<file path="config.mk">
export PLATFORM = sky130hd
export DESIGN_NAME = muldiv_unit
export DESIGN_NICKNAME = d
export VERILOG_FILES = /design/src/rtl/muldiv_unit.sv
export SDC_FILE = /design/constraint.sdc
export NUM_CORES = 1
export LEC_CHECK = 0
export ABC_AREA = 1
export BUFFER_PORTS_ARGS = -buffer_cell sky130_fd_sc_hd__buf_2
export CAP_MARGIN = 10
export CORE_MARGIN = 8
export CORE_UTILIZATION = 30
export CTS_BUF_LIST = sky130_fd_sc_hd__clkbuf_8
export CTS_CLUSTER_DIAMETER = 100
export DETAILED_ROUTE_END_ITERATION = 16
export GPL_ROUTABILITY_DRIVEN = 0
export PLACE_DENSITY = 0.55
export SYNTH_ARGS = -nofsm -noshare
export SYNTH_HDL_FRONTEND = slang
export SYNTH_SLANG_ARGS = --single-unit
export TNS_END_PERCENT = 20
</file>
<file path="constraint.sdc">
create_clock -name clk -period 2.6 [get_ports clk]
set_input_delay 0.78 -clock clk [delete_from_list [all_inputs] [get_ports clk]]
set_output_delay 0.78 -clock clk [all_outputs]
set_load 0.01 [all_outputs]
</file>
<file path="src/rtl/muldiv_unit.sv">
// muldiv_unit: iterative radix-2 multiply/divide unit with architectural HI/LO.
// One operation takes WIDTH RUN cycles plus one FIX cycle. RUN does a
// shift-add multiply or a restoring divide on operand magnitudes. FIX applies
// sign correction and selects the special-case results, and HI/LO are
// committed at the end of FIX.
// Optional feature: define MULDIV_SIGNED_EN to enable signed MULT/DIV (op[1]);
// without it every operation is unsigned and the latency is the same.
module muldiv_unit #(
    parameter int WIDTH = 32
) (
    input  logic             clk,
    input  logic             rst_n,
    input  logic             start,
    input  logic [1:0]       op,
    input  logic [WIDTH-1:0] a,
    input  logic [WIDTH-1:0] b,
    input  logic             abort,
    input  logic             hi_we,
    input  logic             lo_we,
    input  logic [WIDTH-1:0] wdata,
    output logic [WIDTH-1:0] hi,
    output logic [WIDTH-1:0] lo,
    output logic             busy,
    output logic             done
);

    localparam int               CW       = $clog2(WIDTH);
    localparam logic [CW-1:0]    CNT_LAST = CW'(WIDTH - 1);
    localparam logic [WIDTH-1:0] MOST_NEG = {1'b1, {(WIDTH-1){1'b0}}};

`ifdef MULDIV_SIGNED_EN
    localparam logic SIGNED_EN = 1'b1;
`else
    localparam logic SIGNED_EN = 1'b0;
`endif

    typedef enum logic [1:0] {
        S_IDLE = 2'd0,
        S_RUN  = 2'd1,
        S_FIX  = 2'd2
    } state_e;

    // Control state (reset)
    state_e           state_q, state_d;
    logic [CW-1:0]    cnt_q, cnt_d;
    logic [WIDTH-1:0] hi_q, hi_d;
    logic [WIDTH-1:0] lo_q, lo_d;
    logic             done_q, done_d;

    // Operation context and iteration datapath (not reset)
    logic             is_div_q;
    logic             neg_res_q;   // negate product or quotient in FIX
    logic             neg_rem_q;   // negate remainder in FIX
    logic             div_zero_q;
    logic             ovf_q;
    logic [WIDTH-1:0] a_raw_q;     // original dividend, returned as HI on divide-by-zero
    logic [WIDTH-1:0] opnd_q;      // multiplicand or divisor magnitude
    logic [WIDTH-1:0] p_hi_q;      // product upper half / partial remainder
    logic [WIDTH-1:0] p_lo_q;      // multiplier bits / dividend bits becoming quotient

    // Request decode and operand magnitude preparation
    logic             start_ok;
    logic             signed_req;
    logic             a_neg;
    logic             b_neg;
    logic [WIDTH-1:0] a_mag;
    logic [WIDTH-1:0] b_mag;

    // Accept a start only from IDLE and only if abort is not competing for it
    always_comb begin
        start_ok   = (state_q == S_IDLE) && start && !abort;
        signed_req = SIGNED_EN & op[1];
        a_neg      = signed_req & a[WIDTH-1];
        b_neg      = signed_req & b[WIDTH-1];
        a_mag      = a_neg ? (WIDTH'(0) - a) : a;
        b_mag      = b_neg ? (WIDTH'(0) - b) : b;
    end

    // One radix-2 iteration step
    logic [WIDTH:0] mul_sum;
    logic [WIDTH:0] div_shift;
    logic [WIDTH:0] div_trial;
    logic           div_ok;

    // Add-if-set for multiply; trial subtraction for restoring divide
    always_comb begin
        mul_sum   = {1'b0, p_hi_q} + ({1'b0, opnd_q} & {(WIDTH+1){p_lo_q[0]}});
        div_shift = {p_hi_q, p_lo_q[WIDTH-1]};
        div_trial = div_shift - {1'b0, opnd_q};
        div_ok    = !div_trial[WIDTH];
    end

    // FIX-cycle result selection and sign correction
    logic [2*WIDTH-1:0] mul_mag;
    logic [2*WIDTH-1:0] mul_res;
    logic [WIDTH-1:0]   quo_res;
    logic [WIDTH-1:0]   rem_res;
    logic [WIDTH-1:0]   res_hi;
    logic [WIDTH-1:0]   res_lo;

    // Divide-by-zero and signed overflow override the iterated result
    always_comb begin
        mul_mag = {p_hi_q, p_lo_q};
        mul_res = neg_res_q ? ((2*WIDTH)'(0) - mul_mag) : mul_mag;
        quo_res = neg_res_q ? (WIDTH'(0) - p_lo_q) : p_lo_q;
        rem_res = neg_rem_q ? (WIDTH'(0) - p_hi_q) : p_hi_q;
        if (div_zero_q) begin
            res_lo = {WIDTH{1'b1}};
            res_hi = a_raw_q;
        end else if (ovf_q) begin
            res_lo = MOST_NEG;
            res_hi = '0;
        end else if (is_div_q) begin
            res_lo = quo_res;
            res_hi = rem_res;
        end else begin
            res_lo = mul_res[WIDTH-1:0];
            res_hi = mul_res[2*WIDTH-1:WIDTH];
        end
    end

    // Next-state, iteration counter, HI/LO writes and done pulse
    always_comb begin
        // NOTE: every signal written here gets a default first so that no
        // path through the case statement leaves it unassigned (no latches).
        state_d = state_q;
        cnt_d   = cnt_q;
        hi_d    = hi_q;
        lo_d    = lo_q;
        done_d  = 1'b0;
        unique case (state_q)
            S_IDLE: begin
                if (start_ok) begin
                    state_d = S_RUN;
                    cnt_d   = '0;
                end else begin
                    if (hi_we) hi_d = wdata;
                    if (lo_we) lo_d = wdata;
                end
            end
            S_RUN: begin
                if (abort) begin
                    state_d = S_IDLE;
                    cnt_d   = '0;
                end else begin
                    cnt_d = cnt_q + 1'b1;
                    if (cnt_q == CNT_LAST) begin
                        state_d = S_FIX;
                    end
                end
            end
            S_FIX: begin
                state_d = S_IDLE;
                cnt_d   = '0;
                if (!abort) begin
                    hi_d   = res_hi;
                    lo_d   = res_lo;
                    done_d = 1'b1;
                end
            end
            default: begin
                state_d = S_IDLE;
                cnt_d   = '0;
            end
        endcase
    end

    // Control registers with synchronous active-low reset
    always_ff @(posedge clk) begin
        // NOTE: sequential state uses non-blocking assignments so every
        // register samples pre-edge values, independent of statement order.
        if (!rst_n) begin
            state_q <= S_IDLE;
            cnt_q   <= '0;
            hi_q    <= '0;
            lo_q    <= '0;
            done_q  <= 1'b0;
        end else begin
            state_q <= state_d;
            cnt_q   <= cnt_d;
            hi_q    <= hi_d;
            lo_q    <= lo_d;
            done_q  <= done_d;
        end
    end

    // Operand capture on an accepted start, one iteration per RUN cycle
    always_ff @(posedge clk) begin
        // NOTE: the datapath is deliberately not reset; it is always loaded
        // by an accepted start before it is used, and it reaches the outputs
        // only through the reset HI/LO registers.
        if (start_ok) begin
            is_div_q   <= op[0];
            neg_res_q  <= a_neg ^ b_neg;
            neg_rem_q  <= a_neg;
            div_zero_q <= op[0] && (b == '0);
            ovf_q      <= op[0] && signed_req && (a == MOST_NEG) && (b == {WIDTH{1'b1}});
            a_raw_q    <= a;
            p_hi_q     <= '0;
            if (op[0]) begin
                opnd_q <= b_mag;
                p_lo_q <= a_mag;
            end else begin
                opnd_q <= a_mag;
                p_lo_q <= b_mag;
            end
        end else if (state_q == S_RUN) begin
            if (is_div_q) begin
                p_hi_q <= div_ok ? div_trial[WIDTH-1:0] : div_shift[WIDTH-1:0];
                p_lo_q <= {p_lo_q[WIDTH-2:0], div_ok};
            end else begin
                {p_hi_q, p_lo_q} <= {mul_sum, p_lo_q[WIDTH-1:1]};
            end
        end
    end

    assign hi   = hi_q;
    assign lo   = lo_q;
    assign busy = (state_q != S_IDLE);
    assign done = done_q;

endmodule

</file>
## Word-level counts from Yosys, hierarchy flattened

Cells that the tools add are included.

- Logic and storage cells: 63
- Register bits: 202
- Bits of input ports: 104

- Equal/unequal tests: 9
- Mux-type cells: 25
- Reduce and logical (&&, ||, !) cells: 14
- Add/sub/neg operators: 3
- Bitwise operators: 1

Operators with widths:

| kind | count |
|---|---|
| 32-bit 2-to-1 mux | 15 |
| 32-bit one-hot mux with 2 select lines | 2 |
| 32-bit by 33-bit adder with 33-bit output | 1 |
| 32-bit by 33-bit AND with 33-bit output | 1 |
| 33-bit by 32-bit subtractor with 33-bit output | 1 |
| 32-bit zero test | 1 |
| 5-bit 2-to-1 mux | 2 |
| 2-bit inequality test, second input constant | 5 |
| 5-bit one-hot mux with 2 select lines | 1 |
| 4-bit AND reduction | 2 |
| 2-bit 2-to-1 mux | 3 |
| 2-bit nonzero test | 3 |
| 5-bit by 1-bit adder with 5-bit output, second input constant | 1 |
| 5-bit equality test, second input constant | 1 |
| 2-bit one-hot mux with 2 select lines | 1 |
| 2-bit AND reduction | 2 |
| 1-bit logical AND | 3 |
| 3-bit inequality test, second input constant | 1 |
| 2-bit by 1-bit equality test with 1-bit output, second input constant | 1 |
| 2-bit equality test, second input constant | 1 |
| 1-bit zero test | 2 |
| 2-bit zero test | 1 |
| 1-bit 2-to-1 mux | 1 |

## Logic depth before layout (Yosys ltp)

- Depth after elaboration: 5
- Mapped depth: 19
- Mapped depth without buffers: 18

## Worst setup path after synthesis

Ideal clock, no wire load.

- Kind: input port to flip-flop
- Start point: input port abort
- End point: register hi_q[0], in the netlist hi[0]
- Library setup time: 0.116 ns
- Stages: 11
- Path slack: -0.112 ns
- Required time: 2.484 ns
- Data arrival time: 2.596 ns
- Path buffers: 1
- Cell sequence: inv_1 nand3_2 inv_2 nor2_2 inv_1 nand2_1 o21ai_2 inv_1 buf_2 nor2_1 nor2_1

- Word-level cells in the longest chain between the ends: 4
- Elaborated cells between the ends (all ways): 5
- Classes of those cells: eq/ne (2); reduce/logical (3)

Ends and longest elaborated chain:

| item | RTL line | source |
|---|---|---|
| start: declaration | 17 | `input logic abort,` |
| 1-bit zero test | n/a |  |
| 1-bit logical AND | 71 | `start_ok = (state_q == S_IDLE) && start && !abort;` |
| via start_ok | 62 | `logic start_ok;` |
| 2-bit inequality test (no line) | n/a |  |
| 4-bit AND reduction (no line) | n/a |  |
| end signal: assignment | 181 | `hi_q <= hi_d;` |
| end: declaration | 46 | `logic [WIDTH-1:0] hi_q, hi_d;` |

The timed path passes the listed nets, and every way through them passes these cells.
A chain may end at the register's enable or synchronous reset.

## Worst setup path in the final report

- Start point: register p_lo_q[0]
- End point: register p_hi_q[18]

- Word-level cells in the longest chain between the ends: 3

Ends and longest elaborated chain:

| item | RTL line | source |
|---|---|---|
| start: declaration | 59 | `logic [WIDTH-1:0] p_lo_q;` |
| start signal: assignment | 202 | `p_lo_q <= a_mag;` |
| start signal: assignment | 205 | `p_lo_q <= b_mag;` |
| start signal: assignment | 210 | `p_lo_q <= {p_lo_q[WIDTH-2:0], div_ok};` |
| 32-bit by 33-bit AND with 33-bit output | 87 | `mul_sum = {1'b0, p_hi_q} + ({1'b0, opnd_q} & {(WIDTH+1){p_lo_q[0]}});` |
| 32-bit by 33-bit adder with 33-bit output | 87 |  |
| 32-bit 2-to-1 mux | 208 | `if (is_div_q) begin` |
| end signal: assignment | 209 | `p_hi_q <= div_ok ? div_trial[WIDTH-1:0] : div_shift[WIDTH-1:0];` |
| end signal: assignment | 212 | `{p_hi_q, p_lo_q} <= {mul_sum, p_lo_q[WIDTH-1:1]};` |
| end: declaration | 58 | `logic [WIDTH-1:0] p_hi_q;` |

No other way between the ends.

==> results summary <==
The hold violation count in the final report came out at 0. The maximum number of pins on one net before global-route repair came out at 128. Counting instances, the worst hold path has a depth of 1. The remaining number of nets flagged by the antenna check after routing is 0.

The maximum operating frequency is ~0.4 GHz. The startpoint type of the worst setup path is a flip-flop. Walking the worst path, the cells encountered are buf_12, nand2_1, inv_1, ha_1, nand2_2, inv_1, nand2_2, nor3_4, nand4_1, nand3_1, nand2_1, nand3_1, nand2_1, inv_1, a21oi_1. The analysis attributes to cell leakage a power of 0.00952 uW.

The area of the die is roughly 58,000 um2. By count the netlist is led by 684 x nand2_1, 409 x inv_1, 309 x o21ai_0. The total count of max-transition violations in the final report is 0. In this design, the stage delay of the slowest critical-path cell is about 0.46 ns. The worst hold path belongs to the class in -> reg.

The first global-routing pass estimated approximately 83,000 um of wire. The number of clock sinks came out at 202. The DRC violation count after routing is 2. During I/O placement, the number of pins put on the boundary was 170.

For this run the aggregate overflow at the end of global routing stands at 0. Compared with the post-synthesis result, the final layout area differs by 24.1%. The startpoint identified for the worst register-to-register timing path is p_lo_q[0]. The checks that failed: design-rule violations. The via count of the first global-routing pass was ~15,000. The floorplan has approximately 80 rows. Once layout is complete, the cells apart from fillers number 3,280. The register area is around 5000 um2.

The tool flagged a number of max-cap violations equal to 0. The ratio of final minimum period to clock period is a little over nine tenths. Yosys attributes the largest share of cell area to edfxtp_1 20%, nand2_1 17%, dfxtp_1 14%. The half-perimeter wire length after detailed placement is between 40,000 and 50,000 um. Setup repair after global routing could not meet its margin everywhere. The destination of the worst hold path is a_raw_q[7].

The detailed-route via count is around 16,000. The ratio of routed vias to standard cells is 4.94. In this run the most critical hold path is launched from a[7]. The later pin in the worst-skew pair is clocked with a latency of 0.55 ns. After synthesis, the largest area contributor takes up roughly a fifth of total cell area. The power density over cell area is 605 nW/um2. The total of warnings raised by yosys is 0. The fill cell instance count of the final layout came out at approximately 5,400. The depth of the critical timing path with buffers and inverters included is 15. Together, buffers and inverters on the worst path number 4. The number of cells on the worst reg-to-reg path came out at 15. After layout, the minimum clock period comes to around 2.6 ns. The final setup violation count came out at 0. TritonCTS built the clock tree. The clock-pin transition on the worst setup and hold timing paths is about 0.060 ns. The synthesized design spends more area on one cell type than any other, namely edfxtp_1. The run finished, with violations left.

The post-synthesis cell area is between 15,000 and 20,000 um2. Clock tree synthesis selected as its root buffer the cell clkbuf_8. The type of destination of the critical path is a flip-flop. Synthesis inferred just over 200 register bits.

The number of antenna violations at the first check in global routing came out at 1. Once the floorplan was initialized, standard cells occupied 30.2% of the core. The main flop type after synthesis is dfxtp_1. The share of final-layout standard cells stronger than drive strength 1 came out at roughly a fifth. The part of the Yosys area used for sequential elements came out at between 30% and 40%. Summing all multi-input logic gate instances after layout gives around 9000 um2. The maximum resistive drop on vdd came out at just over 0.0003 V. In this run the tool buffered the top-level ports with roughly 170 buffer cells. Measured along the y axis, the die boundary spans around 240 um. The placed cell count came out at roughly 3,200.

The first detailed-routing pass ran for 12 iterations. The H-tree depth reported by CTS is 2. The number of instances in the synthesized netlist is 2,358. For the pin with the worst max-slew slack, the measured transition is about 0.96 ns. Once layout is complete, the utilization of the core stands at approximately 37%.

The synthesized netlist net count came out at ~2,500. The per-cell routed wire length is roughly 17 um. The number of enable-type register cells in the synthesized netlist came out at 98. The kind of cell with the highest combined delay on the critical path is simple AND/OR/NAND/NOR gates. In this run the critical register-to-register path is captured at p_hi_q[18]. Overall power consumption after layout is estimated at 11,300 uW. Clock skew on the completed layout was measured at 0.0293 ns.

The critical path in this run is classified as reg -> reg. The chip width is approximately 240 um. The worst reg-to-reg setup slack came out at 0.03 ns. The dominant cell by count in the synthesized netlist is nand2_1. The clock passes through at most 3 buffers. The endpoint arrival time on the critical path is 3.00 ns. The number of clock buffers inserted by TritonCTS is 35.

The data required time at the worst endpoint is about 3.0 ns. The number of distinct library cell variants in the gate-level netlist after synthesis is between 40 and 50. After the last flow step, the layout net total stands at roughly 2,800. The initial detailed-routing violation count is 1,507. Among all stages on the critical path, the largest delay is contributed by edfxtp_1. The region available for standard cell placement spans 49,900 um2. The total global-route track usage is 18.2%. In this run the worst path has a maximum fanout of 22. In this run the mean area of a mapped cell was 6.39 um2. In this run the tightest slew margin relative to its limit is a little over a third.

The proportion of synthesized flip-flops having asynchronous set or reset is 0%. The total detailed-routing wirelength is 55,900 um.
worst max path at each step:
stage                 end  slack [ns]       start
2_1_floorplan  p_hi_q[27]        0.12   p_lo_q[0]
3_3_place_gp    p_lo_q[0]       0.004  p_lo_q[31]
3_5_place_dp    p_lo_q[0]       -0.02   opnd_q[0]
4_1_cts        p_hi_q[27]       0.002   p_lo_q[0]
5_1_grt        p_hi_q[10]       -0.05   p_lo_q[0]
6_report       p_hi_q[18]        0.03   p_lo_q[0]
through the flow:
stage	cell area (um2)	TNS (ns)	setup slack (ns)	hold WS (ns)
after CTS	17900	0	0.00195	0.400
after global placement	17100	0	0.00414	0.458
final	18700	0	0.0294	0.432
after global routing	18700	-0.332	-0.0522	0.402
after floorplan	15100	0	0.125	0.444
after detailed placement	17100	-0.0224	-0.0201	0.459
sequential cells by signal, indices dropped and copies added (netlist names):
register,cells
cnt_q,5
state_q,2
div_zero_q,1
p_hi_q,32
hi,32
p_lo_q,32
a_raw_q,32
opnd_q,32
lo,32
done,1
is_div_q,1
where the power goes:
group	internal [uW]	switching (uW)	leakage, uW
clock network	1490	1420	0.000404
logic	1690	2860	0.00733
registers	3650	210	0.00178
total	6830	4480	0.00952
repair_timing:
action                     4_1_cts  5_1_grt
setup buffers                    0       11
gates cloned                     2        3
resized for setup                6      151
setup endpoints to repair       12       33
pin swaps                        2       22
hold buffers                     0        0
metal layers:
metal	vias to the layer above	track usage, %	part of all wire (%)	routed length (um)
li1	7986	-	-	-
met1	7516	25.0	45	25000
met2	619	28.8	45	25100
met3	98	3.11	7.6	4270
met4	0	5.57	2.8	1590
met5	-	0	0	0
kinds of logic after synthesis:
group                    after synthesis  share of synthesized area, %
XOR/XNOR                              16                         0.930
AND/OR/NAND/NOR                     1084                          29.8
flip-flops                           202                          33.3
buffers and inverters                507                          12.9
AO/OA/AOI/OAI                        481                          17.2
adder cells (fa/ha/maj)               68                          5.75
cell usage in the layout (no fill, tap or decap), drive strengths merged, types with 5 or more instances in the layout:
cell type	count
nand2	704
inv	435
o21ai	310
buf	271
nor2	200
dfxtp	104
nand3	104
edfxtp	98
a21oi	95
ha	66
clkbuf	41
a31oi	34
o211ai	31
or2	28
nor3	18
nand4	16
xor2	13
o21bai	7
nor4	7
nand3b	5
area by class of cell:
cell class / instances / area share (%)
Antenna cell: 2 / 0.0268
Clock buffer: 39 / 2.87
Multi-Input combinational cell: 1652 / 47.1
Timing Repair Buffer: 273 / 9.54
Inverter: 416 / 8.36
Sequential cell: 202 / 26.9
Clock inverter: 24 / 0.709
Tap cell: 672 / 4.50
(Power assumes the default switching activity.)
